<file path="src/rtl/sw_bt_regs.sv">
// Purpose : register front-end for the conditioned switch/button word (DATA, EDGE, IRQ_EN, COUNT) with a level irq.
// Latency : reads return rdata/rvalid one cycle after re; irq follows edge detection or clear by one cycle.
// Backpressure : none; every re and we is accepted in its own cycle, and rvalid is a single-cycle pulse.
//
// Ports:
//   clk, rst_n        clock and asynchronous active-low reset
//   sw_bt_in[31:0]    conditioned word: [15:0] switches, [19:16] buttons, [31:20] zero
//   we, re            single-cycle write/read strobes
//   addr[ADDR_W-1:0]  byte address (bits [1:0] ignored); wdata[31:0] write data
//   rdata[31:0]       registered read data, holds between reads; rvalid one-cycle read strobe
//   irq               level interrupt
//
// Optional feature macro: SW_CHANGE_IRQ_EN adds SWCHG at 0x10 (switch change flags) and IRQ_EN bit 4.
module sw_bt_regs #(
`ifdef SW_CHANGE_IRQ_EN
    parameter int ADDR_W = 5,
`else
    parameter int ADDR_W = 4,
`endif
    parameter int CNT_W  = 16
) (
    input  logic              clk,
    input  logic              rst_n,
    input  logic [31:0]       sw_bt_in,
    input  logic              we,
    input  logic              re,
    input  logic [ADDR_W-1:0] addr,
    input  logic [31:0]       wdata,
    output logic [31:0]       rdata,
    output logic              rvalid,
    output logic              irq
);

    localparam int IDX_W = ADDR_W - 2;
`ifdef SW_CHANGE_IRQ_EN
    localparam int EN_W = 5;
`else
    localparam int EN_W = 4;
`endif

    logic [IDX_W-1:0] widx;
    logic [3:0]       prev_bt;
    logic             armed;
    logic [3:0]       edge_q, edge_next, rise, clr_edge;
    logic [EN_W-1:0]  irq_en_q, irq_en_next;
    logic [CNT_W-1:0] count_q;
    logic [2:0]       rise_cnt;
    logic             irq_next;
    logic [31:0]      rd_mux;

    assign widx = addr[ADDR_W-1:2];

    // armed stays low for the first edge after reset so buttons held
    // through reset load prev_bt without registering a press.
    assign rise     = armed ? (sw_bt_in[19:16] & ~prev_bt) : 4'b0;
    assign rise_cnt = {2'b0, rise[0]} + {2'b0, rise[1]} + {2'b0, rise[2]} + {2'b0, rise[3]};

    assign clr_edge  = (we && widx == IDX_W'(1)) ? wdata[3:0] : 4'b0;
    // A fresh edge is OR'd in after the clear, so it survives a same-cycle W1C.
    assign edge_next = (edge_q & ~clr_edge) | rise;

    assign irq_en_next = (we && widx == IDX_W'(2)) ? wdata[EN_W-1:0] : irq_en_q;

`ifdef SW_CHANGE_IRQ_EN
    logic [15:0] prev_sw, swchg_q, swchg_next, sw_chg, clr_sw;

    assign sw_chg     = armed ? (sw_bt_in[15:0] ^ prev_sw) : 16'b0;
    assign clr_sw     = (we && widx == IDX_W'(4)) ? wdata[15:0] : 16'b0;
    assign swchg_next = (swchg_q & ~clr_sw) | sw_chg;
    assign irq_next   = (|(edge_next & irq_en_next[3:0])) | (irq_en_next[4] & (|swchg_next));

    always_ff @(posedge clk or negedge rst_n) begin
        if (!rst_n) begin
            prev_sw <= 16'b0;
            swchg_q <= 16'b0;
        end else begin
            prev_sw <= sw_bt_in[15:0];
            swchg_q <= swchg_next;
        end
    end
`else
    assign irq_next = |(edge_next & irq_en_next);
`endif

    // Read mux sees pre-write register values; unmapped offsets read 0.
    always_comb begin
        rd_mux = 32'b0;
        if (widx == IDX_W'(0)) begin
            rd_mux = sw_bt_in;
        end else if (widx == IDX_W'(1)) begin
            rd_mux = {28'b0, edge_q};
        end else if (widx == IDX_W'(2)) begin
            rd_mux = {{(32-EN_W){1'b0}}, irq_en_q};
        end else if (widx == IDX_W'(3)) begin
            rd_mux = 32'(count_q);
`ifdef SW_CHANGE_IRQ_EN
        end else if (widx == IDX_W'(4)) begin
            rd_mux = {16'b0, swchg_q};
`endif
        end
    end

    always_ff @(posedge clk or negedge rst_n) begin
        if (!rst_n) begin
            prev_bt  <= 4'b0;
            armed    <= 1'b0;
            edge_q   <= 4'b0;
            irq_en_q <= '0;
            count_q  <= '0;
            irq      <= 1'b0;
            rvalid   <= 1'b0;
            rdata    <= 32'b0;
        end else begin
            prev_bt  <= sw_bt_in[19:16];
            armed    <= 1'b1;
            edge_q   <= edge_next;
            irq_en_q <= irq_en_next;
            count_q  <= count_q + CNT_W'(rise_cnt);
            irq      <= irq_next;
            rvalid   <= re;
            if (re) begin
                rdata <= rd_mux;
            end
        end
    end

    // Bits that carry no meaning in this map.
    logic unused_bits;
    assign unused_bits = &{1'b0, wdata[31:EN_W], addr[1:0]};

endmodule

</file>
<file path="config.mk">
export PLATFORM = sky130hd
export DESIGN_NAME = sw_bt_regs
export DESIGN_NICKNAME = d
export VERILOG_FILES = /design/src/rtl/sw_bt_regs.sv
export SDC_FILE = /design/constraint.sdc
export NUM_CORES = 1
export LEC_CHECK = 0
export ABC_AREA = 1
export CORE_UTILIZATION = 40
export CTS_CLUSTER_DIAMETER = 30
export DETAILED_ROUTE_END_ITERATION = 8
export PLACE_DENSITY = 0.79
export SLEW_MARGIN = 15
export SYNTH_ARGS = -nofsm -noshare
export SYNTH_HDL_FRONTEND = slang
export SYNTH_SLANG_ARGS = --single-unit
</file>
<file path="constraint.sdc">
create_clock -name clk -period 4.7 [get_ports clk]
set_input_delay 1.175 -clock clk [delete_from_list [all_inputs] [get_ports clk]]
set_output_delay 1.175 -clock clk [all_outputs]
set_load 0.02 [all_outputs]
</file>
==> results.md, run 1 <==
- Status: complete, no violations
- # nets final: 488
- Average wire per standard cell: 12.9 µm
- DR pass1 iterations: 5
- Post-Syn Area: 0.00290 mm²
- GRT Total Usage: 18.9%
- Final hold vios: 0
- Syn. warnings: 0
- Hold_sp: rdata[19]
- Switching fraction of total power: 27.9%
- Clock sinks: 63
- Layout cell share with drive strength beyond 1: 9.59%
- EDFF count, synth: 0
- Num CTS Buffers: 9
- Area Growth Syn to Fin: 36.6%
- CTS tree: yes
- Clk_lat worst skew: 0.34 ns
- Leak: 1.78 nW
- DRC Markers: 0
- Worst Clk Skew: 0.0110 ns
- Headroom to the max-slew limit: 24.3%
- Depth of the CTS H-tree: 3
- Post-synth top area share: 54.3%
- Die Wd: 87.2 µm
- Kind of critical path: in -> reg
- Hold Path Class: reg -> reg
- Crit-path slowest cell: fa_1
- Sequential power share: 43.3%
- Initial antenna violation count: 0
- # IOs: 106
- Core area: 0.00691 mm²
- Slew @ Worst Pin: 1.13 ns
- Max Freq: 264 MHz
- Power per cell area: 387 mW/mm²
- Hold buffers post-CTS: 0
- Routed Antenna Nets: 0
- Min Tclk post-route: 3.78 ns
- Vias in the first global route: 2324
- Reg2reg start: prev_bt[0]
- FFs w/ async S/R, synth: 100%
- Synth Register Bits: 63
- Num rows: 30
- Net Switching: 0.000428 W
- Crit path DAT: 4.02 ns
- Cell count of the worst reg-to-reg path: 9
- Setup crit start kind: input port
- Die ar.: 0.00760 mm²
- Max Cap Viol: 0
- Clock root cell: clkbuf_8
- Largest net degree at the start of global routing: 64
- Die Ht: 87.2 µm
- Worst Hold Slack: 0.483 ns
- Part of the cycle the worst path needs: 80.5%
- Avg Cell Area, Syn: 8.69 µm²
- Filler cell count: 600
- Crit path top cell by count: fa_1
- Largest cells by area after synthesis: dfrtp_1 (54%), nand2_1 (16%), nor2_1 (3.4%)
- RR Endpoint: count_q[14]
- Post-DP HPWL: 4600 µm
- Antenna cells: 0
- Top-count cell post-synth: nand2_1
- Via density: 4.84
- GP Congestion: 0.899
- Clock power share: 36.2%
- Setup-failing EPs final: 0
- Cell Chain, Critical Path: clkdlybuf4s50_1 -> nand3b_1 -> fa_1 -> fa_1 -> fa_1 -> nor2_1 -> nand2_1 -> nor2_1 -> nand3_1 -> xor2_1
- CP Capture Point: count_q[14]
- CTS Buffer Depth: 2
- Total length of routed wires: 6620 µm
- Initial Utilization: 42.0%
- Register-to-register path setup slack: 1.86 ns
- Sequential cell area fraction in the yosys report: 54.3%
- Post-synth cell types: 27
- Syn_nets: 410
- Post-CTS Setup Bufs: 0
- Global-route wire length before repair: 10900 µm
- Vias: 2481
- Max FO, Critical Path: 3
- RSZ-0062 raised after global routing: no
- Combinational power share: 20.4%
- Post_cts resized: 0
- Maximum vdd drop: 0.000191 V
- 1st-iter DRT viols: 115
- Post-route setup TNS: 0 ns
- Synth Instances: 334
- Post-synth top cells: nand2_1 (123), dfrtp_1 (63), nor2_1 (26), inv_1 (19), o21ai_0 (17)
- Max-slew violation count: 0
- Clk slew on worst S/H paths: 0.07 ns
- IO Port Bufs: 75
- Cell internal pwr: 0.00111 W
- Critical path origin: sw_bt_in[16]
- Critical Path RT: 4.93 ns
- Synth area leader: dfrtp_1
- Pwr Total: 0.00153 W
- Crit. End Element: flip-flop
- Worst path max stage delay: 0.53 ns
- Total gr overflow: 0
- Top_reg_cell synth: dfrtp_1
## flip-flops by register name, indices dropped and copies added (netlist names)
register and flops:
rdata 32, armed 1, rvalid 1, irq_en_q 4
prev_bt 4, irq 1, count_q 16, edge_q 4
## routing by layer
layer | track usage [%] | wire [µm] | vias up
met5 | 0 | 0 | -
met2 | 30.1 | 3120 | 85
met3 | 3.98 | 345 | 13
li1 | - | - | 1222
met4 | 9.69 | 140 | 0
met1 | 24.3 | 3010 | 1161
## cell type report
| cell class | count | area (µm²) | area share, % |
|---|---|---|---|
| multi-input cells | 238 | 1180 | 29.7 |
| well taps | 96 | 120 | 3.03 |
| inverters | 23 | 88.8 | 2.24 |
| clock inverters | 2 | 60.1 | 1.51 |
| repair buffers | 77 | 761 | 19.2 |
| flip-flops and latches | 63 | 1580 | 39.7 |
| clock buffers | 14 | 183 | 4.61 |
## power by group through the flow
stage | clock, W | sequential, W | combinational [W]
2_1_floorplan | 0 | 0.000699 | 0.000142
3_3_place_gp | 0 | 0.000673 | 0.000305
3_5_place_dp | 0 | 0.000673 | 0.000313
4_1_cts | 0.000565 | 0.000664 | 0.000318
5_1_grt | 0.000587 | 0.000673 | 0.000350
6_report | 0.000556 | 0.000665 | 0.000313
## metrics by stage
step / cell area (µm²) / util [%] / setup WS [ns] / std cells
global placement: 3720 / 53.9 / 0.653 / 497
global route: 3970 / 57.4 / 0.742 / 513
floorplan: 2900 / - / 1.35 / 334
detailed placement: 3720 / 53.9 / 0.551 / 497
CTS: 3970 / 57.4 / 0.910 / 513
finish: 3970 / 57.4 / 0.916 / 513
## layout by cell type (no fill, tap or decap)
master           synthesis  routed
nand3_1                  6       6
fa_1                     3       3
clkbuf_1                 4       1
nor3_1                   5       5
buf_2                    4       1
buf_4                    0       2
nor2_4                   2       2
clkbuf_8                 0      13
xnor2_1                  3       3
conb_1                   1       1
nand2_1                123     123
inv_4                    1       1
xor2_1                   5       5
inv_1                   19      19
dfrtp_1                 63      63
ha_1                     1       1
nand3b_1                 5       5
bufinv_16                0       2
o21ai_2                  2       2
nand2_2                  2       2
o21ai_0                 17      17
nor2_2                   1       1
a21oi_1                 16      16
a21oi_2                 10      10
nor2_1                  26      26
nand4_1                  9       9
inv_2                    3       3
clkdlybuf4s50_1          0      74
nand2_4                  1       1
## logic make-up after synthesis
group | count (synthesis) | synth area share, %
other | 1 | 0.129
adders and majority gates | 4 | 2.50
AOI/OAI and AO/OA | 45 | 9.31
DFF | 63 | 54.3
xor gates and xnor gates | 8 | 2.41
and+or+nand+nor | 180 | 26.2
buffers and inverters | 33 | 5.17
## how the worst min path moves through the flow
| stage | to | slack (ns) | cells after the start |
|---|---|---|---|
| finish | rdata[19] | 0.48 | 2 |
| global route | rdata[0] | 0.50 | 2 |
| CTS | rdata[0] | 0.48 | 2 |
| detailed placement | rdata[0] | 0.47 | 2 |
| global placement | rdata[3] | 0.47 | 2 |
| floorplan | edge_q[0] | 0.46 | 2 |
## worst max-delay path, delay by kind of cell
kind / cells / cell delay, ns
AND/OR/NAND/NOR: 5 / 0.73
adder cells (fa/ha/maj): 3 / 1.44
buffers and inverters: 1 / 0.51
XOR/XNOR: 1 / 0.16
Note: power is estimated with default switching activity, not from simulation.
==> run 2, diff against run 1 <==
PLACE_DENSITY = 0.82   (was 0.79)
clock period = 3.3 ns   (was 4.7 ns; I/O delays follow)
==> run 2 against run 1 <==
  * Flip-flop and latch count is the same
  * Final area grew 2.8%
  * Clock power grew 34%
  * Worst setup slack lost 0.76 ns
  * Cell count grew 3.1%
  * Clock skew is essentially flat
  * Sequential share of layout area shrank 1.1 points
  * Via count grew 1.2%
==> results.md, run 2 (same netlist as run 1, synthesis figures left out) <==
- Status: complete, no violations
- Worst Clk Skew: 0.0108 ns (-0.000221 ns)
- Headroom to the max-slew limit: 27.5% (+3.2 points)
- # IOs: 106 (unchanged)
- Num rows: 30 (unchanged)
- Largest register FFs: 32 (unchanged)
- RSZ-0062 raised after global routing: no
- Min Tclk post-route: 3.14 ns
- Antenna cells: 0 (unchanged)
- Routed Antenna Nets: 0 (unchanged)
- Average wire per standard cell: 13.5 µm (+4.8%)
- Multi-input logic area: 0.00119 mm² (+0.85%)
- Leak: 1.84 nW (+3.5%)
- Max Cap Viol: 0 (unchanged)
- Post-DP HPWL: 5120 µm (+11%)
- Setup-failing EPs final: 0 (unchanged)
- Filler cell count: 606 (+1.0%)
- Kind of critical path: in -> reg
- Most frequent cells in the layout: nand2_1 (123), clkdlybuf4s50_1 (74), dfrtp_1 (63)
- Fin util: 59.0% (+1.6 points)
- IO Port Bufs: 75 (unchanged)
- Vias: 2511 (+1.2%)
- Inst Count DP: 511 (+2.8%)
- Setup crit start kind: input port
- Max Freq: 318 MHz
- Area Growth Syn to Fin: 40.4%
- Clk_lat worst skew: 0.35 ns (about the same)
- DRC Markers: 0 (unchanged)
- Commonest non-fill, non-tap cell in the layout: nand2_1
- Die Wd: 87.2 µm (unchanged)
- Hold Path Class: reg -> reg
- CTS tree: yes
- GP Congestion: 0.924 (+2.8%)
- # nets final: 504 (+3.3%)
- Crit. End Element: flip-flop
- Clk slew on worst S/H paths: 0.07 ns (about the same)
- Global-route wire length before repair: 11800 µm (+8.5%)
- Critical Path RT: 3.54 ns (-1.39 ns)
- Final hold vios: 0 (unchanged)
- Placed Area: 0.00383 mm² (+2.8%)
- Initial Utilization: 42.0% (unchanged)
- DR pass1 iterations: 4 (-1)
- Finished Layout Cells: 529 (+3.1%)
- Slew @ Worst Pin: 1.09 ns (-0.0485 ns)
- Max-slew violation count: 0 (unchanged)
- Top Registers: rdata x32, count_q x16
- CTS Buffer Depth: 2 (unchanged)
- Total gr overflow: 0 (unchanged)
- Core area: 0.00691 mm² (unchanged)
- Part of the cycle the worst path needs: 95.2%
- Layout cell share with drive strength beyond 1: 13.9% (+4.3 points)
- Total length of routed wires: 7160 µm (+8.1%)
- Die Ht: 87.2 µm (unchanged)
- GRT Total Usage: 20.6% (+1.7 points)
- Clock sinks: 63 (unchanged)
- Crit path DAT: 3.38 ns (-0.64 ns)
- Die ar.: 0.00760 mm² (unchanged)
- Pwr Total: 0.00219 W (+43%)
- Largest net degree at the start of global routing: 48 (-25%)
- 1st-iter DRT viols: 205 (+78%)
- Max FO, Critical Path: 2 (-1)
- Num CTS Buffers: 9 (unchanged)
- Flip-flop and latch area: 0.00158 mm² (unchanged)
- Power per cell area: 537 mW/mm² (+39%)
- Vias in the first global route: 2542 (+9.4%)
- Initial antenna violation count: 0 (unchanged)
- Largest Register: rdata
- Maximum vdd drop: 0.000244 V (+27%)
- Cell area after layout: 0.00408 mm² (+2.8%)
- Depth of the CTS H-tree: 3 (unchanged)
- Via density: 4.75 (-1.9%)
- Clock root cell: clkbuf_8
- Post-route setup TNS: 0 ns (unchanged)
## run 2: cell count changes in the layout (fill, tap and decap cells not counted)
cell        before  now
clkbuf_8        13   10
clkinvlp_4       0    1
fa_2             0    2
buf_4            2   18
clkinv_4         0    1
nor2_2           1    3
clkinv_2         0    1
fa_1             3    1
nor2_1          26   24
## run 2: final cells by class
cell class | instances | area share (%)
inverter | 23 | 2.18
timing repair buffer | 93 | 21.6
sequential | 63 | 38.7
multi-input combinational | 238 | 29.1
tap | 96 | 2.95
clock inverter | 5 | 2.00
clock buffer | 11 | 3.47
## run 2: final timing paths
path                         startpoint  cells after the start  slack [ns]     endpoint
min reg2reg                    rdata[2]                      2        0.49     rdata[2]
max                        sw_bt_in[19]                     10        0.16  count_q[14]
min in group asynchronous         rst_n                      1        0.66     rdata[9]
max reg2reg                  prev_bt[3]                      9        0.68  count_q[14]
max in group asynchronous         rst_n                      2        1.91          irq
min                            rdata[2]                      2        0.49     rdata[2]
## run 2: where the power goes
part | internal (W) | leakage (nW) | switching [W]
combinational | 0.000225 | 0.943 | 0.000267
clock | 0.000446 | 0.110 | 0.000300
sequential | 0.000871 | 0.785 | 0.0000791
total | 0.00154 | 1.84 | 0.000646
## run 2: timing repair
action	4_1_cts	5_1_grt
hold buffers	0	0
endpoints found under the setup margin	0	5
resized for setup	0	4
setup buffers	0	2
## run 2: metrics by stage
stage / hold slack, ns / setup slack (ns)
CTS: 0.485 / 0.0181
global placement: 0.465 / -0.272
floorplan: 0.462 / 0.300
detailed placement: 0.468 / -0.281
global route: 0.517 / 0.0259
finish: 0.485 / 0.157
## run 2: layer usage
layer	vias to the layer above	wire [µm]	global-route usage [%]
li1	1256	-	-
met5	-	0	0
met4	0	116	10.9
met1	1170	3300	26.9
met2	75	3380	32.7
met3	10	361	3.70
## run 2: critical path: stages
cell and delay, ns:
clkdlybuf4s50_1 0.47, nand3b_1 0.17, fa_1 0.55, fa_2 0.40
fa_2 0.36, nor2_2 0.13, nand2_1 0.08, nor2_2 0.14
nand3_1 0.11, xor2_1 0.15
